`config.mk`:
```
export PLATFORM = sky130hd
export DESIGN_NAME = issue_dispatch_queue
export DESIGN_NICKNAME = d
export VERILOG_FILES = /design/src/rtl/issue_dispatch_queue_pkg.sv /design/src/rtl/issue_dispatch_queue_bank_steer_select.sv /design/src/rtl/issue_dispatch_queue.sv
export SDC_FILE = /design/constraint.sdc
export NUM_CORES = 1
export LEC_CHECK = 0
export BUFFER_PORTS_ARGS = -buffer_cell sky130_fd_sc_hd__buf_4
export CORE_UTILIZATION = 40
export DETAILED_ROUTE_END_ITERATION = 12
export SYNTH_ARGS = -nofsm -noshare
export SYNTH_HDL_FRONTEND = slang
export SYNTH_HIERARCHICAL = 1
export SYNTH_SLANG_ARGS = --single-unit
```
`constraint.sdc`:
```
create_clock -name clk -period 15.8 [get_ports clk]
set_clock_uncertainty 0.1 [all_clocks]
set_input_delay 0 -clock clk [delete_from_list [all_inputs] [get_ports clk]]
set_output_delay 0 -clock clk [all_outputs]
set_load 0.01 [all_outputs]
```
`src/rtl/issue_dispatch_queue_pkg.sv`:
```
// Shared issue-stage types and helpers.
//   RobIdx            : ROB pointer with a wrap (dir) bit
//   IssueStatusBundle : renamed micro-op status written into the issue banks
//   rob_older()       : true when ROB entry a is older than a redirect point
//   wakeup_hit()      : true when any writeback on the wakeup bus targets rs
package issue_dispatch_queue_pkg;

  localparam int unsigned PREG_WIDTH    = 6;
  localparam int unsigned WB_SIZE       = 2;
  localparam int unsigned ROB_IDX_WIDTH = 5;

  typedef struct packed {
    logic                     dir;
    logic [ROB_IDX_WIDTH-1:0] idx;
  } RobIdx;

  typedef struct packed {
    logic                  rs1v;
    logic [PREG_WIDTH-1:0] rs1;
    logic                  rs2v;
    logic [PREG_WIDTH-1:0] rs2;
    logic                  we;
    logic [PREG_WIDTH-1:0] rd;
    RobIdx                 robIdx;
  } IssueStatusBundle;

  // Equal dir: older when idx is below the redirect point; differing dir inverts that.
  function automatic logic rob_older(input RobIdx a, input RobIdx redir);
    return (a.dir ^ redir.dir) ^ (redir.idx > a.idx);
  endfunction

  function automatic logic wakeup_hit(input logic [PREG_WIDTH-1:0]              rs,
                                      input logic [WB_SIZE-1:0]                 en,
                                      input logic [WB_SIZE-1:0]                 we,
                                      input logic [WB_SIZE-1:0][PREG_WIDTH-1:0] rd);
    logic hit;
    hit = 1'b0;
    for (int j = 0; j < WB_SIZE; j++) begin
      hit = hit | (en[j] & we[j] & (rd[j] == rs));
    end
    return hit;
  endfunction

endpackage

```
`src/rtl/issue_dispatch_queue_bank_steer_select.sv`:
```
// Combinational bank selector: arg-min of bank_num over banks that are not
// full, ties resolved to the lowest index.
//   bank_num  : per-bank occupancy
//   bank_full : per-bank full flag
//   sel       : one-hot selected bank (zero when every bank is full)
//   any_free  : at least one bank can accept a write
module bank_steer_select
  import issue_dispatch_queue_pkg::*;
#(
  parameter int unsigned BANK_NUM  = 2,
  parameter int unsigned NUM_WIDTH = 4
) (
  input  logic [BANK_NUM-1:0][NUM_WIDTH-1:0] bank_num,
  input  logic [BANK_NUM-1:0]                bank_full,
  output logic [BANK_NUM-1:0]                sel,
  output logic                               any_free
);

  logic [NUM_WIDTH-1:0] best_num;

  always_comb begin
    sel      = '0;
    any_free = 1'b0;
    best_num = '0;
    for (int i = 0; i < BANK_NUM; i++) begin
      // Strict less-than keeps the earlier (lower) index on a tie.
      if (!bank_full[i] && (!any_free || (bank_num[i] < best_num))) begin
        sel      = '0;
        sel[i]   = 1'b1;
        best_num = bank_num[i];
        any_free = 1'b1;
      end
    end
  end

endmodule

```
`src/rtl/issue_dispatch_queue.sv`:
```
// In-order dispatch FIFO in front of a group of issue banks.
//   in_valid/in_ready/in_status/in_data : renamed micro-op input
//   bank_en/bank_status/bank_data        : write port driven into the banks
//   bank_full/bank_num                   : per-bank full flag and occupancy
//   wakeup_en/wakeup_we/wakeup_rd        : writeback bus snooped by all entries
//   redirect/redirect_idx                : backend flush of younger entries
//   count                                : current FIFO occupancy
module issue_dispatch_queue
  import issue_dispatch_queue_pkg::*;
#(
  parameter int unsigned DATA_WIDTH = 1,
  parameter int unsigned BANK_NUM   = 2,
  parameter int unsigned BANK_DEPTH = 8,
  parameter int unsigned DEPTH      = 4
) (
  input  logic                                       clk,
  input  logic                                       rst,
  input  logic                                       in_valid,
  output logic                                       in_ready,
  input  IssueStatusBundle                           in_status,
  input  logic [DATA_WIDTH-1:0]                      in_data,
  output logic [BANK_NUM-1:0]                        bank_en,
  output IssueStatusBundle                           bank_status,
  output logic [DATA_WIDTH-1:0]                      bank_data,
  input  logic [BANK_NUM-1:0]                        bank_full,
  input  logic [BANK_NUM-1:0][$clog2(BANK_DEPTH):0]  bank_num,
  input  logic [WB_SIZE-1:0]                         wakeup_en,
  input  logic [WB_SIZE-1:0]                         wakeup_we,
  input  logic [WB_SIZE-1:0][PREG_WIDTH-1:0]         wakeup_rd,
  input  logic                                       redirect,
  input  RobIdx                                      redirect_idx,
  output logic [$clog2(DEPTH):0]                     count
);

  localparam int unsigned ADDR      = $clog2(DEPTH);
  localparam int unsigned PTR_W     = ADDR + 1;
  localparam int unsigned NUM_WIDTH = $clog2(BANK_DEPTH) + 1;

  logic [PTR_W-1:0]      head_q, head_d, tail_q, tail_d, kept, scan_ptr;
  logic [ADDR-1:0]       head_idx, tail_idx;
  IssueStatusBundle      status_q [DEPTH];
  IssueStatusBundle      status_d [DEPTH];
  logic [DATA_WIDTH-1:0] data_q   [DEPTH];
  IssueStatusBundle      in_woken;
  logic [DEPTH-1:0]      entry_valid;
  logic [BANK_NUM-1:0]   steer_sel;
  logic                  any_free, empty, enq, deq;

  bank_steer_select #(
    .BANK_NUM  (BANK_NUM),
    .NUM_WIDTH (NUM_WIDTH)
  ) u_steer (
    .bank_num  (bank_num),
    .bank_full (bank_full),
    .sel       (steer_sel),
    .any_free  (any_free)
  );

  assign count    = tail_q - head_q;
  assign head_idx = head_q[ADDR-1:0];
  assign tail_idx = tail_q[ADDR-1:0];
  assign empty    = (count == '0);
  assign in_ready = (count != PTR_W'(DEPTH)) & ~redirect;
  assign enq      = in_valid & in_ready;
  assign bank_en  = (!empty && !redirect && any_free) ? steer_sel : '0;
  assign deq      = |bank_en;

  // Entry valid is derived from the pointers, so reset clears it for free.
  always_comb begin
    entry_valid = '0;
    for (int i = 0; i < DEPTH; i++) begin
      entry_valid[i] = PTR_W'(ADDR'(i) - head_idx) < count;
    end
  end

  // Kept entries on a redirect form a prefix from head; count them.
  always_comb begin
    kept     = '0;
    scan_ptr = '0;
    for (int i = 0; i < DEPTH; i++) begin
      scan_ptr = head_q + PTR_W'(i);
      if ((PTR_W'(i) < count) &&
          rob_older(status_q[scan_ptr[ADDR-1:0]].robIdx, redirect_idx)) begin
        kept = kept + PTR_W'(1);
      end
    end
  end

  always_comb begin
    in_woken      = in_status;
    in_woken.rs1v = in_status.rs1v | wakeup_hit(in_status.rs1, wakeup_en, wakeup_we, wakeup_rd);
    in_woken.rs2v = in_status.rs2v | wakeup_hit(in_status.rs2, wakeup_en, wakeup_we, wakeup_rd);
  end

  always_comb begin
    for (int i = 0; i < DEPTH; i++) begin
      status_d[i] = status_q[i];
      if (enq && (tail_idx == ADDR'(i))) begin
        status_d[i] = in_woken;
      end else if (entry_valid[i]) begin
        status_d[i].rs1v = status_q[i].rs1v |
                           wakeup_hit(status_q[i].rs1, wakeup_en, wakeup_we, wakeup_rd);
        status_d[i].rs2v = status_q[i].rs2v |
                           wakeup_hit(status_q[i].rs2, wakeup_en, wakeup_we, wakeup_rd);
      end
    end
  end

  // The bank captures status without snooping, so fold in this cycle's wakeups.
  always_comb begin
    bank_status      = status_q[head_idx];
    bank_status.rs1v = status_q[head_idx].rs1v |
                       wakeup_hit(status_q[head_idx].rs1, wakeup_en, wakeup_we, wakeup_rd);
    bank_status.rs2v = status_q[head_idx].rs2v |
                       wakeup_hit(status_q[head_idx].rs2, wakeup_en, wakeup_we, wakeup_rd);
    bank_data        = data_q[head_idx];
  end

  always_comb begin
    head_d = head_q;
    tail_d = tail_q;
    if (redirect) begin
      tail_d = head_q + kept;
    end else begin
      if (enq) tail_d = tail_q + PTR_W'(1);
      if (deq) head_d = head_q + PTR_W'(1);
    end
  end

  always_ff @(posedge clk or posedge rst) begin
    if (rst) begin
      head_q <= '0;
      tail_q <= '0;
    end else begin
      head_q <= head_d;
      tail_q <= tail_d;
    end
  end

  always_ff @(posedge clk) begin
    for (int i = 0; i < DEPTH; i++) begin
      status_q[i] <= status_d[i];
      if (enq && (tail_idx == ADDR'(i))) data_q[i] <= in_data;
    end
  end

endmodule

```
==> run_results.csv, run 1 <==
group,metric,value,unit
cells_and_area,final_cells,986,
setup_path,required,15.98,ns
synth,ys_warn_count,6,
pwr,intPower,1.20,mW
synth,yosysSeqAreaShare,0.451,
placed_design,dp_hpwl,13700,µm
sta,min_period,6.37,ns
floorplanning,coreArea,18900,µm²
global_route,grtUsageTotal,0.199,
floorplanning,rows,50,
placed_design,io_buffers,97,
min_path,hold_depth,4,
routing,drc,0,
floorplanning,die_x,142,µm
global_route,antenna_found_initial,0,
sta,finalCritPeriodShare,0.403,
pwr,netSwitchingPower,0.795,mW
sta,slew-limit-headroom,0.395,
sta,final-hold-violation-count,0,
setup_path,worstPathMaxFanout,50,
min_path,hold_path.class,"in2reg",
clock_tree,cts-root-buf,"clkbuf_16",
floorplanning,num_io_pins,98,
routing,antenna_left,0,
pwr,power.leakage,3.61,nW
setup_path,crit_path_end_kind,"flop",
setup_path,ff2ff_path_depth,22,
global_route,grt_overflow,0,
sta,finalMaxSlewViolations,0,
global_route,grt_pass1_vias,5448,
clock_tree,post_cts_buffers,0,
floorplanning,die-area,20000,µm²
clock_tree,h-tree-depth,4,
pwr,power_frac_comb,0.577,
synth,synth_top_family_by_area,"XOR/XNOR gates",
cells_and_area,diodes,0,
sta,setup_viol,0,
global_route,grt_pass1_wl,30000,µm
floorplanning,initial_core_util,0.412,
placed_design,place_inst,925,
global_route,grt_max_degree,51,
routing,wl,19400,µm
setup_path,worstSetupStartpointType,"flop",
clock_tree,clock_latency,0.41,ns
synth,synthDistinctLibCells,48,
synth,synth_fa_ha_area_frac,0.0726,
routing,vias,5347,
synth,syn-cell-area,7790,µm²
synth,synthFlopType,"edfxtp_1",
sta,timing.setup.tns,0,ns
synth,synthMuxAreaShare,0.137,
synth,async_flop_share,0.0508,
floorplanning,die_h,142,µm
synth,synth-xor-area-share,0.187,
outcome,status,"completed",
cells_and_area,syn_to_final_growth,23.9,%
clock_tree,numCtsBuffers,17,
synth,synth-edff-count,112,
clock_tree,cts_resized,0,
pwr,vdd_drop_max,96.9,µV
run,cap_viol_max_count,0,
synth,yosysTopAreaCellShare,0.432,
synth,synth.largest_area_cell,"edfxtp_1",
setup_path,path_class,"reg2reg",
synth,synth_compound_area_frac,0.0527,
placed_design,gp_congestion,0.869,
sta,fmax,157,MHz
sta,grt_setup_unrepaired,"no",
setup_path,r2r-start,"head_q[0]",
pwr,sw_frac_of_total,0.398,
routing,avgRoutedWirePerCell,19.6,µm
cells_and_area,fin_nets,821,
routing,first_iter_violations,425,
cells_and_area,final_area,9650,µm²
cells_and_area,drive_gt1_frac,0.262,
clock_tree,cts_tree,"built",
setup_path,r2r_slack,9.43,ns
min_path,hold_start,"bank_full[0]",
synth,syn_inst,589,
synth,synth_seq_cells,118,
clock_tree,cts.sinks,118,
synth,synthTopCellsByArea,"edfxtp_1, mux4_2, xor2_1",
sta,tightest_slew,0.907,ns
routing,drt_pass1_iterations,6,
synth,syn_nets,697,
setup_path,timing.rr.end,"tail_q[2]",
clock_tree,clkSlewWorstSetupHoldPaths,0.06,ns
sta,worst_hold_slack,0.0516,ns
synth,avgSynthCellArea,13.2,µm²
pwr,pwr-share-clk,0.193,
min_path,min_to,"head_q[0]",
pwr,pwr_density_cell,207,nW/µm²
routing,vias_per_cell,5.42,
setup_path,critPathArrivalTime,6.55,ns
pwr,seqPwrFrac,0.231,
synth,synth-simple-area-share,0.0670,
clock_tree,clock_path_buffers,2,
placed_design,place_area,8760,µm²
## critical path, cell delays in order, from the launching register on
cell and delay [ns]:
dfrtp_2 0.34, buf_4 0.66, inv_1 0.22, ha_1 0.77
mux4_2 0.58, inv_1 0.07, ha_1 0.23, nor2b_1 0.13
o21a_1 0.16, o21a_1 0.16, o21a_1 0.16, o22ai_1 0.18
xnor2_1 0.17, a21boi_0 0.23, ha_1 0.31, xor2_2 0.21
ha_1 0.28, mux2i_1 0.09, fa_1 0.43, xnor2_1 0.15
xnor2_1 0.15, a311oi_1 0.32, a211oi_2 0.08
## what timing repair did
item                                    CTS  global route
endpoints found under the hold margin   113             0
endpoints found under the setup margin    0             0
hold buffers                             29             0
## cell usage in the layout, fill, tap and decap left out, types with 9 or more instances in the layout
cell type and count:
clkbuf_16 17, nand4_1 14, nand2_1 21, o21a_1 10, inv_1 36, mux4_2 46, ha_1 42, dlygate4sd3_1 29
xnor2_1 76, a31oi_1 9, edfxtp_1 112, nor4_1 24, buf_4 102, a41oi_1 10, xor2_1 80, nor2_1 12
## flip-flops by register name, indices dropped and copies added, names as in the netlist
register  flops
status_q    108
tail_q        3
data_q        4
head_q        3
## through the flow
| stage | utilization | total power [mW] | setup slack, ns |
|---|---|---|---|
| after floorplan | - | 1.30 | 9.54 |
| after global placement | 0.464 | 1.59 | 9.53 |
| after detailed placement | 0.464 | 1.62 | 9.33 |
| after CTS | 0.511 | 2.02 | 9.31 |
| after global routing | 0.511 | 2.15 | 9.00 |
| final | 0.511 | 2.00 | 9.43 |
## layout make-up
type / count / area [µm²]
clock buffers: 18 / 429
clock inverters: 14 / 168
fillers: 1663 / 9240
inverters: 37 / 139
multi-input cells: 408 / 4020
flip-flops and latches: 118 / 3510
well taps: 260 / 325
repair buffers: 131 / 1060
## metal layers
layer | up-vias | global-route usage | share of wire
met5 | - | 0 | 0
met4 | 0 | 0.0623 | 0.014
met1 | 2677 | 0.268 | 0.45
met2 | 197 | 0.331 | 0.49
met3 | 22 | 0.0331 | 0.050
li1 | 2451 | - | -
## worst max-delay path by stage
| stage | slack [ns] | endpoint | from |
|---|---|---|---|
| finish | 9.43 | tail_q[2] | head_q[0] |
| global placement | 9.53 | tail_q[2] | head_q[0] |
| global route | 9.00 | tail_q[2] | head_q[0] |
| floorplan | 9.54 | tail_q[2] | head_q[1] |
| CTS | 9.31 | tail_q[2] | head_q[0] |
| detailed placement | 9.33 | tail_q[2] | head_q[0] |
## synthesized netlist by cell type (2+ instances only)
library cell	instances
dfrtp_1	6
ha_1	42
a21oi_1	8
edfxtp_1	112
nand3_1	2
o21ai_0	8
nand2_1	21
buf_2	4
nand4_1	14
nor2_1	12
o21ai_1	2
nor2b_1	7
mux2i_1	3
a31oi_1	9
nor3_1	4
xnor2_2	2
mux4_2	46
xor2_2	2
xnor2_1	76
and2_1	3
and4_1	2
buf_1	15
inv_1	36
fa_1	2
a41oi_1	10
clkbuf_1	4
o21a_1	10
xor2_1	80
a211oi_2	2
nor4_1	24
o211ai_1	3
nor3b_1	2
## cells by family (layout without fill, tap and decap cells)
kind of cell	after synthesis	count (layout)
xor gates and xnor gates	161	161
DFF	118	118
and+or+nand+nor	95	95
buffers and inverters	63	200
AOI/OAI and AO/OA	59	59
muxes	49	49
adders and majority gates	44	44
## power groups by stage
stage / Clock (mW) / Combinational (mW) / Sequential [mW]
6_report: 0.385 / 1.15 / 0.461
5_1_grt: 0.403 / 1.28 / 0.466
4_1_cts: 0.390 / 1.17 / 0.461
3_5_place_dp: 0 / 1.16 / 0.467
3_3_place_gp: 0 / 1.12 / 0.465
2_1_floorplan: 0 / 0.843 / 0.454
Power figures use the tool's default switching activity.
==> inputs of run 2 (changes only) <==
--- a/config.mk
+++ b/config.mk
@@ -5,6 +5,7 @@
 export SDC_FILE = /design/constraint.sdc
 export NUM_CORES = 1
 export LEC_CHECK = 0
+export ABC_AREA = 1
 export BUFFER_PORTS_ARGS = -buffer_cell sky130_fd_sc_hd__buf_4
 export CORE_UTILIZATION = 40
 export DETAILED_ROUTE_END_ITERATION = 12
==> constraint.sdc (replaced) <==
create_clock -name clk -period 6.68 [get_ports clk]
set_clock_uncertainty 0.1 [all_clocks]
set_input_delay 0 -clock clk [delete_from_list [all_inputs] [get_ports clk]]
set_output_delay 0 -clock clk [all_outputs]
set_load 0.01 [all_outputs]
==> run 2 against run 1 <==
  * Combinational power grew to 2.8 times the previous value
  * Clock-buffer cell count is 1 lower
  * Synthesized cell count is 68% higher
  * Final cell count is 40% higher
  * Sequential power is 130% higher
  * Setup slack worse by 8.6 ns
  * Die area is 5.1% higher
  * Core utilization is 0.33 points lower
  * Non-clock buffer count is 5 higher
  * Global-route usage is 4.4 points higher
  * Largest cell class unchanged
==> run_results.csv, run 2 <==
group,metric,value,unit
global_route,grtUsageTotal,0.243,
routing,wl_met1,11100,µm
cells_and_area,final_cells,1376,
setup_path,worstSetupStartpointType,"flop",
setup_path,ff2ff_path_depth,29,
routing,met2_length,11200,µm
sta,timing.setup.tns,0,ns
sta,final-hold-violation-count,0,
min_path,min_to,"status_q[3][19]",
cells_and_area,layout_common_cells,"nand2_1, inv_1, edfxtp_1, buf_4, o21ai_0",
synth,synth-simple-area-share,0.179,
global_route,grt_pass1_vias,7105,
cells_and_area,largest-register,"status_q",
cells_and_area,final_area,10000,µm²
min_path,hold_depth,5,
synth,syn_inst,990,
sta,setup_ws,0.808,ns
synth,synthFlopType,"edfxtp_1",
floorplanning,coreArea,19800,µm²
synth,synth_top_cells_by_count,"nand2_1, inv_1, edfxtp_1",
routing,wl,25100,µm
setup_path,crit_path_end_kind,"flop",
floorplanning,rows,51,
synth,avgSynthCellArea,8.27,µm²
setup_path,r2r-start,"head_q[0]",
clock_tree,h-tree-depth,4,
floorplanning,die-area,21100,µm²
clock_tree,numCtsBuffers,17,
placed_design,io_buffers,97,
setup_path,worstPathMaxFanout,95,
synth,synth_compound_area_frac,0.183,
sta,finalMaxSlewViolations,0,
synth,synth_fa_ha_area_frac,0.0690,
clock_tree,clock_path_buffers,2,
cells_and_area,fin_nets,1206,
global_route,grt_pass1_wl,39300,µm
min_path,hold_start,"in_status[19]",
pwr,total_power,5.18,mW
sta,setup_viol,0,
synth,ys_warn_count,6,
pwr,vdd_drop_max,335,µV
setup_path,cp-startpoint,"head_q[0]",
floorplanning,initial_core_util,0.414,
cells_and_area,syn_to_final_growth,22.6,%
routing,drt_pass1_iterations,5,
floorplanning,die_h,145,µm
cells_and_area,utilization,0.507,
setup_path,timing.rr.end,"tail_q[2]",
sta,min_period,5.87,ns
pwr,power.leakage,4.46,nW
clock_tree,clock_latency,0.44,ns
setup_path,crit_top_cell,"nand2_1",
sta,slew-limit-headroom,0.384,
synth,synthDistinctLibCells,47,
placed_design,gp_congestion,0.907,
routing,vias,7510,
global_route,grt_overflow,0,
setup_path,path_class,"reg2reg",
placed_design,place_inst,1309,
cells_and_area,drive_gt1_frac,0.142,
sta,worst_hold_slack,0.0132,ns
synth,synth_seq_cells,118,
setup_path,critPathArrivalTime,6.09,ns
sta,tightest_slew,0.923,ns
synth,syn-cell-area,8190,µm²
cells_and_area,diodes,0,
setup_path,r2r_slack,0.81,ns
synth,synth.largest_area_cell,"edfxtp_1",
run,cap_viol_max_count,0,
routing,first_iter_violations,730,
routing,wl_met3,1980,µm
clock_tree,cts_tree,"built",
synth,synthMuxAreaShare,0.00611,
global_route,antenna_found_initial,0,
global_route,grt_max_degree,96,
synth,yosysTopAreaCellShare,0.411,
floorplanning,num_io_pins,98,
cells_and_area,final_common_cell,"nand2_1",
cells_and_area,reg_top3,"status_q: 108 flops, data_q: 4 flops",
sta,finalCritPeriodShare,0.879,
setup_path,critPathMaxStageDelay,0.72,ns
clock_tree,clkSlewWorstSetupHoldPaths,0.07,ns
clock_tree,post_cts_buffers,0,
synth,synth-edff-count,112,
setup_path,required,6.90,ns
synth,async_flop_share,0.0508,
min_path,hold_path.class,"in2reg",
placed_design,dp_worst_setup_slack,1.90,ns
synth,yosysSeqAreaShare,0.429,
pwr,pwr_density_cell,516,nW/µm²
synth,synth_most_common_cell,"nand2_1",
placed_design,dp_hpwl,16900,µm
clock_tree,cts.sinks,118,
synth,syn_nets,1098,
synth,synthTopCellsByArea,"edfxtp_1, nand2_1, ha_1",
routing,vias_per_cell,5.46,
cells_and_area,largest_register_ffs,108,
routing,routed.top_layer,"met4",
floorplanning,die_x,145,µm
outcome,status,"completed",
sta,grt_setup_unrepaired,"no",
routing,avgRoutedWirePerCell,18.3,µm
routing,antenna_left,0,
routing,drc,0,
synth,synth-xor-area-share,0.0460,
placed_design,place_area,9090,µm²
setup_path,cpMaxStageDelayCell,"buf_4",
sta,fmax,170,MHz
synth,synth_top_family_by_area,"compound AO/OA/AOI/OAI gates",
clock_tree,cts-root-buf,"clkbuf_16",
## run 2: timing repair
action,in CTS,in global routing
gates resized for setup,0,0
setup endpoints to repair,0,0
hold buffers,35,0
hold endpoints to repair,118,0
## run 2: cell families after synthesis
kind of cell,count (synthesis)
simple gates,345
buf+inv,186
mux,5
fa+ha+maj,44
xor+xnor,40
compound gates,252
flops,118
## run 2: cell type report
cell class / instances / area, µm²
well taps: 265 / 332
clock buffers: 17 / 425
fillers: 1918 / 9740
clock inverters: 15 / 176
repair buffers: 136 / 1110
multi-input cells: 686 / 3960
inverters: 139 / 524
flip-flops and latches: 118 / 3510
## run 2: worst max-delay path by stage
stage	to	cells past startpoint
finish	tail_q[2]	29
floorplan	tail_q[2]	33
global route	tail_q[2]	30
CTS	tail_q[2]	26
detailed placement	tail_q[2]	24
global placement	tail_q[2]	24
## run 2: layer usage
layer / vias to the layer above / track usage
li1: 3644 / -
met1: 3429 / 0.326
met2: 356 / 0.371
met3: 81 / 0.0513
met4: 0 / 0.122
met5: - / 0
## run 2: where the power goes
group,switching (mW),internal [mW]
Combinational,1.91,1.28
Clock,0.417,0.506
Sequential,0.0790,0.994
Total,2.40,2.78
## run 2: critical path, delay by kind of cell, from the launching register on
family          cells  cell delay (ns)
flops               1             0.35
xor+xnor            3             0.50
fa+ha+maj           4             1.41
buf+inv             5             1.93
compound gates      4             0.52
simple gates       12             0.79
mux                 1             0.08
